--- src/rtl/cla_pkg.sv ---
// Shared sizing helpers for the decomposed CLA adder (term layout and chunking).
// No logic; constant functions only, usable from RTL, benches and reference models.
// Group j of the non-linear term vector holds the GF(2) expansion of carry[j+1].
package cla_pkg;

  localparam int NBIT_DEF  = 7;
  localparam int CHUNK_DEF = 8;

  // Total non-linear term count for an nbit adder.
  function automatic int nnl(input int nbit);
    return (1 << (nbit + 2)) - nbit - 4;
  endfunction

  // Bit offset of group j inside the term vector.
  function automatic int grp_off(input int j);
    return (1 << (j + 2)) - j - 4;
  endfunction

  // Number of terms in group j.
  function automatic int grp_len(input int j);
    return (1 << (j + 2)) - 1;
  endfunction

  // Chunks needed to cover group j when each chunk XORs at most 'chunk' terms.
  function automatic int n_chunks(input int j, input int chunk);
    return (grp_len(j) + chunk - 1) / chunk;
  endfunction

  // Position of group j's first chunk parity inside the packed stage-1 register.
  function automatic int chunk_off(input int j, input int chunk);
    int s;
    s = 0;
    for (int i = 0; i < j; i++) s += n_chunks(i, chunk);
    return s;
  endfunction

  // Width of the stage-1 chunk parity register.
  function automatic int total_chunks(input int nbit, input int chunk);
    return chunk_off(nbit, chunk);
  endfunction

endpackage

--- src/rtl/cla_linear_part_if.sv ---
// Handshake bundle between non-linear generator side and consumer of the adder result.
// Input side: in_valid/in_ready with a, b, c, n; output side: out_valid/out_ready with sum, cout.
// master drives inputs and out_ready; slave is the adder stage.
interface cla_linear_part_if #(parameter int NBIT = cla_pkg::NBIT_DEF);
  import cla_pkg::*;

  localparam int NNL = nnl(NBIT);

  logic            in_valid;
  logic            in_ready;
  logic [NBIT-1:0] a;
  logic [NBIT-1:0] b;
  logic            c;
  logic [NNL-1:0]  n;
  logic            out_valid;
  logic            out_ready;
  logic [NBIT-1:0] sum;
  logic            cout;

  modport master (
    output in_valid, a, b, c, n, out_ready,
    input  in_ready, out_valid, sum, cout
  );

  modport slave (
    input  in_valid, a, b, c, n, out_ready,
    output in_ready, out_valid, sum, cout
  );

endinterface

--- src/rtl/cla_group_parity.sv ---
// Chunked XOR reduction of one carry group: chunk parities in stage 1, their XOR in stage 2.
// Purely combinational, zero latency.
// No flow control; the parent pipeline decides when chunk parities are registered.
module cla_group_parity #(
  parameter int LEN   = 3,
  parameter int CHUNK = 8
) (
  input  logic [LEN-1:0]                   terms,
  output logic [(LEN+CHUNK-1)/CHUNK-1:0]   chunks,
  input  logic [(LEN+CHUNK-1)/CHUNK-1:0]   chunks_q,
  output logic                             carry
);

  localparam int NCH = (LEN + CHUNK - 1) / CHUNK;

  // Last chunk may be shorter than CHUNK when LEN is not a multiple of it.
  for (genvar k = 0; k < NCH; k++) begin : g_chunk
    localparam int LO = k * CHUNK;
    localparam int W  = (LEN - LO < CHUNK) ? (LEN - LO) : CHUNK;
    assign chunks[k] = ^terms[LO +: W];
  end

  // Registered chunk parities fold into the group's carry.
  assign carry = ^chunks_q;

endmodule

--- src/rtl/cla_linear_part.sv ---
// Linear (XOR) half of the decomposed CLA adder: reduces non-linear terms to carries and sums.
// Latency 2 cycles accept-to-out_valid, 1 result per cycle.
// Two-entry valid/ready pipeline; in_ready is the only combinational path (from out_ready).
module cla_linear_part
  import cla_pkg::*;
#(
  parameter int NBIT  = NBIT_DEF,
  parameter int CHUNK = CHUNK_DEF
) (
  input logic               clk,
  input logic               rst,
  cla_linear_part_if.slave  bus
);

  localparam int NCHT = total_chunks(NBIT, CHUNK);

  logic            s1_valid;
  logic [NCHT-1:0] p1;
  logic [NCHT-1:0] p1_d;
  logic [NBIT-1:0] prop1;
  logic            c1;
  logic [NBIT:0]   carry;
  logic            out_valid_q;
  logic [NBIT-1:0] sum_q;
  logic            cout_q;
  logic            s2_adv;

  assign s2_adv       = !out_valid_q || bus.out_ready;
  assign bus.in_ready = !s1_valid || s2_adv;

  assign carry[0] = c1;

  for (genvar j = 0; j < NBIT; j++) begin : g_grp
    cla_group_parity #(
      .LEN   (grp_len(j)),
      .CHUNK (CHUNK)
    ) u_grp (
      .terms    (bus.n[grp_off(j) +: grp_len(j)]),
      .chunks   (p1_d[chunk_off(j, CHUNK) +: n_chunks(j, CHUNK)]),
      .chunks_q (p1[chunk_off(j, CHUNK) +: n_chunks(j, CHUNK)]),
      .carry    (carry[j+1])
    );
  end

  // Stage 1: capture chunk parities, propagate bits and carry-in on accept.
  always_ff @(posedge clk or posedge rst) begin
    if (rst) begin
      s1_valid <= 1'b0;
      p1       <= '0;
      prop1    <= '0;
      c1       <= 1'b0;
    end else if (bus.in_ready) begin
      s1_valid <= bus.in_valid;
      if (bus.in_valid) begin
        p1    <= p1_d;
        prop1 <= bus.a ^ bus.b;
        c1    <= bus.c;
      end
    end
  end

  // Stage 2: fold chunks into carries and form sum/cout; held while the consumer stalls.
  always_ff @(posedge clk or posedge rst) begin
    if (rst) begin
      out_valid_q <= 1'b0;
      sum_q       <= '0;
      cout_q      <= 1'b0;
    end else if (s2_adv) begin
      out_valid_q <= s1_valid;
      if (s1_valid) begin
        sum_q  <= prop1 ^ carry[NBIT-1:0];
        cout_q <= carry[NBIT];
      end
    end
  end

  assign bus.out_valid = out_valid_q;
  assign bus.sum       = sum_q;
  assign bus.cout      = cout_q;

endmodule

--- src/flat_wrapper.sv ---
// flat-port wrapper written by rule: the top's interface ports become plain ports
module cla_linear_part_flat import cla_pkg::*;
#(
  parameter int NBIT  = NBIT_DEF,
  parameter int CHUNK = CHUNK_DEF
)
  (clk, rst, bus_in_valid, bus_a, bus_b, bus_c, bus_n, bus_out_ready, bus_in_ready, bus_out_valid, bus_sum, bus_cout);
  cla_linear_part_if #(.NBIT(NBIT)) bus_i ();
  input logic clk;
  input logic rst;
  input wire logic [$bits(bus_i.in_valid)-1:0] bus_in_valid;
  input wire logic [$bits(bus_i.a)-1:0] bus_a;
  input wire logic [$bits(bus_i.b)-1:0] bus_b;
  input wire logic [$bits(bus_i.c)-1:0] bus_c;
  input wire logic [$bits(bus_i.n)-1:0] bus_n;
  input wire logic [$bits(bus_i.out_ready)-1:0] bus_out_ready;
  output wire logic [$bits(bus_i.in_ready)-1:0] bus_in_ready;
  output wire logic [$bits(bus_i.out_valid)-1:0] bus_out_valid;
  output wire logic [$bits(bus_i.sum)-1:0] bus_sum;
  output wire logic [$bits(bus_i.cout)-1:0] bus_cout;
  assign bus_i.in_valid = bus_in_valid;
  assign bus_i.a = bus_a;
  assign bus_i.b = bus_b;
  assign bus_i.c = bus_c;
  assign bus_i.n = bus_n;
  assign bus_i.out_ready = bus_out_ready;
  assign bus_in_ready = bus_i.in_ready;
  assign bus_out_valid = bus_i.out_valid;
  assign bus_sum = bus_i.sum;
  assign bus_cout = bus_i.cout;
  cla_linear_part #(.NBIT(NBIT), .CHUNK(CHUNK)) u_core (.clk(clk), .rst(rst), .bus(bus_i));
endmodule
--- config.mk ---
export PLATFORM = sky130hd
export DESIGN_NAME = cla_linear_part_flat
export DESIGN_NICKNAME = d
export VERILOG_FILES = /design/src/rtl/cla_pkg.sv /design/src/rtl/cla_linear_part_if.sv /design/src/rtl/cla_group_parity.sv /design/src/rtl/cla_linear_part.sv /design/src/flat_wrapper.sv
export SDC_FILE = /design/constraint.sdc
export NUM_CORES = 1
export LEC_CHECK = 0
export CAP_MARGIN = 5
export CORE_AREA = 2 2 204 206
export CTS_CLUSTER_SIZE = 30
export DETAILED_ROUTE_END_ITERATION = 16
export DIE_AREA = 0 0 206 208
export PLACE_DENSITY_LB_ADDON = 0.3
export SKIP_CTS_REPAIR_TIMING = 1
export SLEW_MARGIN = 20
export SYNTH_ARGS = -nofsm -noshare
export SYNTH_HDL_FRONTEND = slang
export SYNTH_SLANG_ARGS = --single-unit
--- constraint.sdc ---
create_clock -name clk -period 4.7 [get_ports clk]
set_clock_uncertainty 0.1 [all_clocks]
set_input_delay 0.47 -clock clk [delete_from_list [all_inputs] [get_ports clk]]
set_output_delay 0.47 -clock clk [all_outputs]
set_load 0.005 [all_outputs]
==> metrics.cfg <==
[power]
power_frac_seq_pct = 25.9
power_frac_comb_pct = 55.9
p_int_w = 0.002814
power_density_nw_per_um2 = 312.4
clkPwrFrac_pct = 18.2
irDropWorstVdd_mv = 0.1488
p_sw_share_pct = 33.45
power_leakage_nw = 4.613
switchingPower_w = 0.001414

[cells_and_area]
area_growth_pct = 85.06
fillers = 4250
diodes = 0
layout-drive-gt1-share_pct = 1.384
fin_area_sq_um = 13530
nets = 1817
final_util_pct = 33.37

[die]
die_y_um = 208
core_sq_um = 40550
dieArea_sq_um = 42850
rows = 74
num_io_pins = 530
start_util_pct = 18.03
die_x_um = 206

[synth]
syn-cell-area_sq_um = 7312
yosysUniqueCellTypes = 12
ys_warn_count = 0
syn_avg_cell_area_sq_um = 9.472
syn_inst = 772
yosysSeqAreaShare_pct = 28.06
synth_fp_nets = 1292
ys_seq_elements = 82

[placement]
post-place-ws_ns = 1.940
place_congestion = 0.7004
io_buffers = 529
place_hpwl_um = 21060
placed_cell_area_sq_um = 13220

[routing]
wl_um = 23850
drc = 0
dr.pass1.iters = 4
detail-route-antenna-nets = 0
via_count = 6679
drt_iter0_drc = 139
viasPerCell = 3.644
avgRoutedWirePerCell_um = 13.01

[worst_setup_path]
crit_type = input port to flop
critPathBufInv = 2
end_kind = flop
crit_path_start_kind = input port
crit_chain = clkdlybuf4s50_1, nand3b_1, nand2_4, buf_4, o21ai_0
cp_max_fo = 98
required_ns = 4.80
cpPeakStageDelay_ns = 0.66
worstPathArrival_ns = 2.51
critPathTopFamily = simple AND/OR/NAND/NOR gates
cpMaxStageDelayCell = nand2_4

[cts]
cts_tree = done
clk_latency_ns = 0.34
htree_levels = 3
cts_root_buffer = clkbuf_16
clk_path_buf_depth = 2
path_clk_slew_ns = 0.07
cts_buffers = 9
clock_sinks = 82

[job]
max_cap_violations = 0

[sta]
tightest_slew_ns = 0.8679
fmax_mhz = 414.7
post-route-period-util_pct = 51.31
finalSetupViolCount = 0
fin_tns_setup_ns = 0
final.min_clock_period_ns = 2.412
rsz0062_at_grt = false
setup_ws_ns = 2.288
finalMaxSlewViolations = 0
relSlewSlack_pct = 42.14
hold_viol = 0

[global_route]
grt_pass1_wl_um = 35800
antenna_found_initial = 0
grt_pass1_vias = 7200
grt_usage_pct = 10.76
grt_max_degree = 99
grt.overflow.total = 0

[min_path]
min_path_type = flop to flop

[outcome]
status = completed

final cells by class:
type / count / area (sq um) / area share [%]
timing repair buffer: 530 / 5303 / 39.19
sequential: 82 / 2052 / 15.16
multi-input combinational: 673 / 5194 / 38.38
tap: 532 / 665.6 / 4.919
inverter: 1 / 8.758 / 0.06473
clock inverter: 5 / 80.08 / 0.5918
clock buffer: 10 / 229.0 / 1.692
metrics by stage:
step	total power, W	hold WS (ns)	instances
after floorplan	0.002628	0.3572	772
after global placement	0.003529	0.3644	1818
after detailed placement	0.003557	0.3723	1818
after CTS	0.004371	0.3883	1833
after global routing	0.004617	0.4131	1833
final	0.004227	0.3826	1833
cell families after synthesis:
kind of cell / count (synthesis) / synth area share [%]
AO/OA/AOI/OAI: 79 / 5.407
XOR/XNOR: 508 / 60.85
buffers and inverters: 17 / 1.010
flip-flops: 82 / 28.06
multiplexers: 1 / 0.1540
AND/OR/NAND/NOR: 85 / 4.517
placed cells by master (no fill, tap or decap), drive strengths merged:
master and count:
nand2 81, o21ai 79, bufinv 2, dfrtp 82, inv 1, nand3b 1
clkinvlp 2, clkdlybuf4s50 529, clkinv 1, nand2b 3, mux2 1, xnor2 491
clkbuf 10, xor2 17, buf 1
worst reg2reg max path, delay by kind of cell (launching register included):
family	cells	cell delay, ns
flops	1	0.37
compound gates	1	0.18
simple gates	2	0.83
buf+inv	1	0.55
registers in the layout, summed over array words and instances, names as in the netlist:
signal,count
u_core.s1_valid,1
u_core.c1,1
u_core.bus.out_valid,1
u_core.p1,64
u_core.prop1,7
u_core.bus.sum,7
u_core.bus.cout,1
cells in the mapped netlist:
cell | n | share of area, %
xnor2_1 | 491 | 59
dfrtp_1 | 82 | 28
nand2_1 | 81 | 4.2
o21ai_0 | 77 | 5.3
xor2_1 | 17 | 2.0
buf_2 | 8 | 0.55
clkbuf_1 | 8 | 0.41
nand2b_1 | 3 | 0.26
o21ai_1 | 2 | 0.14
inv_1 | 1 | 0.051
mux2_2 | 1 | 0.15
nand3b_1 | 1 | 0.10
power by group through the flow:
| stage | logic [W] | registers, W | clock network (W) |
|---|---|---|---|
| 2_1_floorplan | 0.00155 | 0.00108 | 0 |
| 3_5_place_dp | 0.00244 | 0.00111 | 0 |
| 6_report | 0.00236 | 0.00109 | 0.000771 |
| 4_1_cts | 0.00245 | 0.00110 | 0.000817 |
| 5_1_grt | 0.00265 | 0.00113 | 0.000845 |
| 3_3_place_gp | 0.00242 | 0.00111 | 0 |
worst paths after layout:
kind	endpoint	cells past startpoint	slack [ns]	from
worst max register to register	u_core.p1[59]$_DFFE_PP0P_	4	2.53	u_core.bus.out_valid$_DFFE_PP0P_
worst max-delay path	u_core.p1[59]$_DFFE_PP0P_	5	2.29	bus_out_ready
worst min register to register	u_core.bus.sum[1]$_DFFE_PP0P_	2	0.38	u_core.bus.sum[1]$_DFFE_PP0P_
max in group asynchronous	u_core.p1[15]$_DFFE_PP0P_	2	3.41	rst
min in group asynchronous	u_core.p1[46]$_DFFE_PP0P_	2	0.56	rst
worst min-delay path	u_core.bus.sum[1]$_DFFE_PP0P_	2	0.38	u_core.bus.sum[1]$_DFFE_PP0P_
routing by layer:
metal,part of all wire [%],GRT usage (%),vias to the layer above
met5,0,0,-
met4,1.5,2.438,0
li1,-,-,3435
met3,10,3.493,20
met2,55,22.11,303
met1,33,9.923,2921
Power figures use the tool's default switching activity.
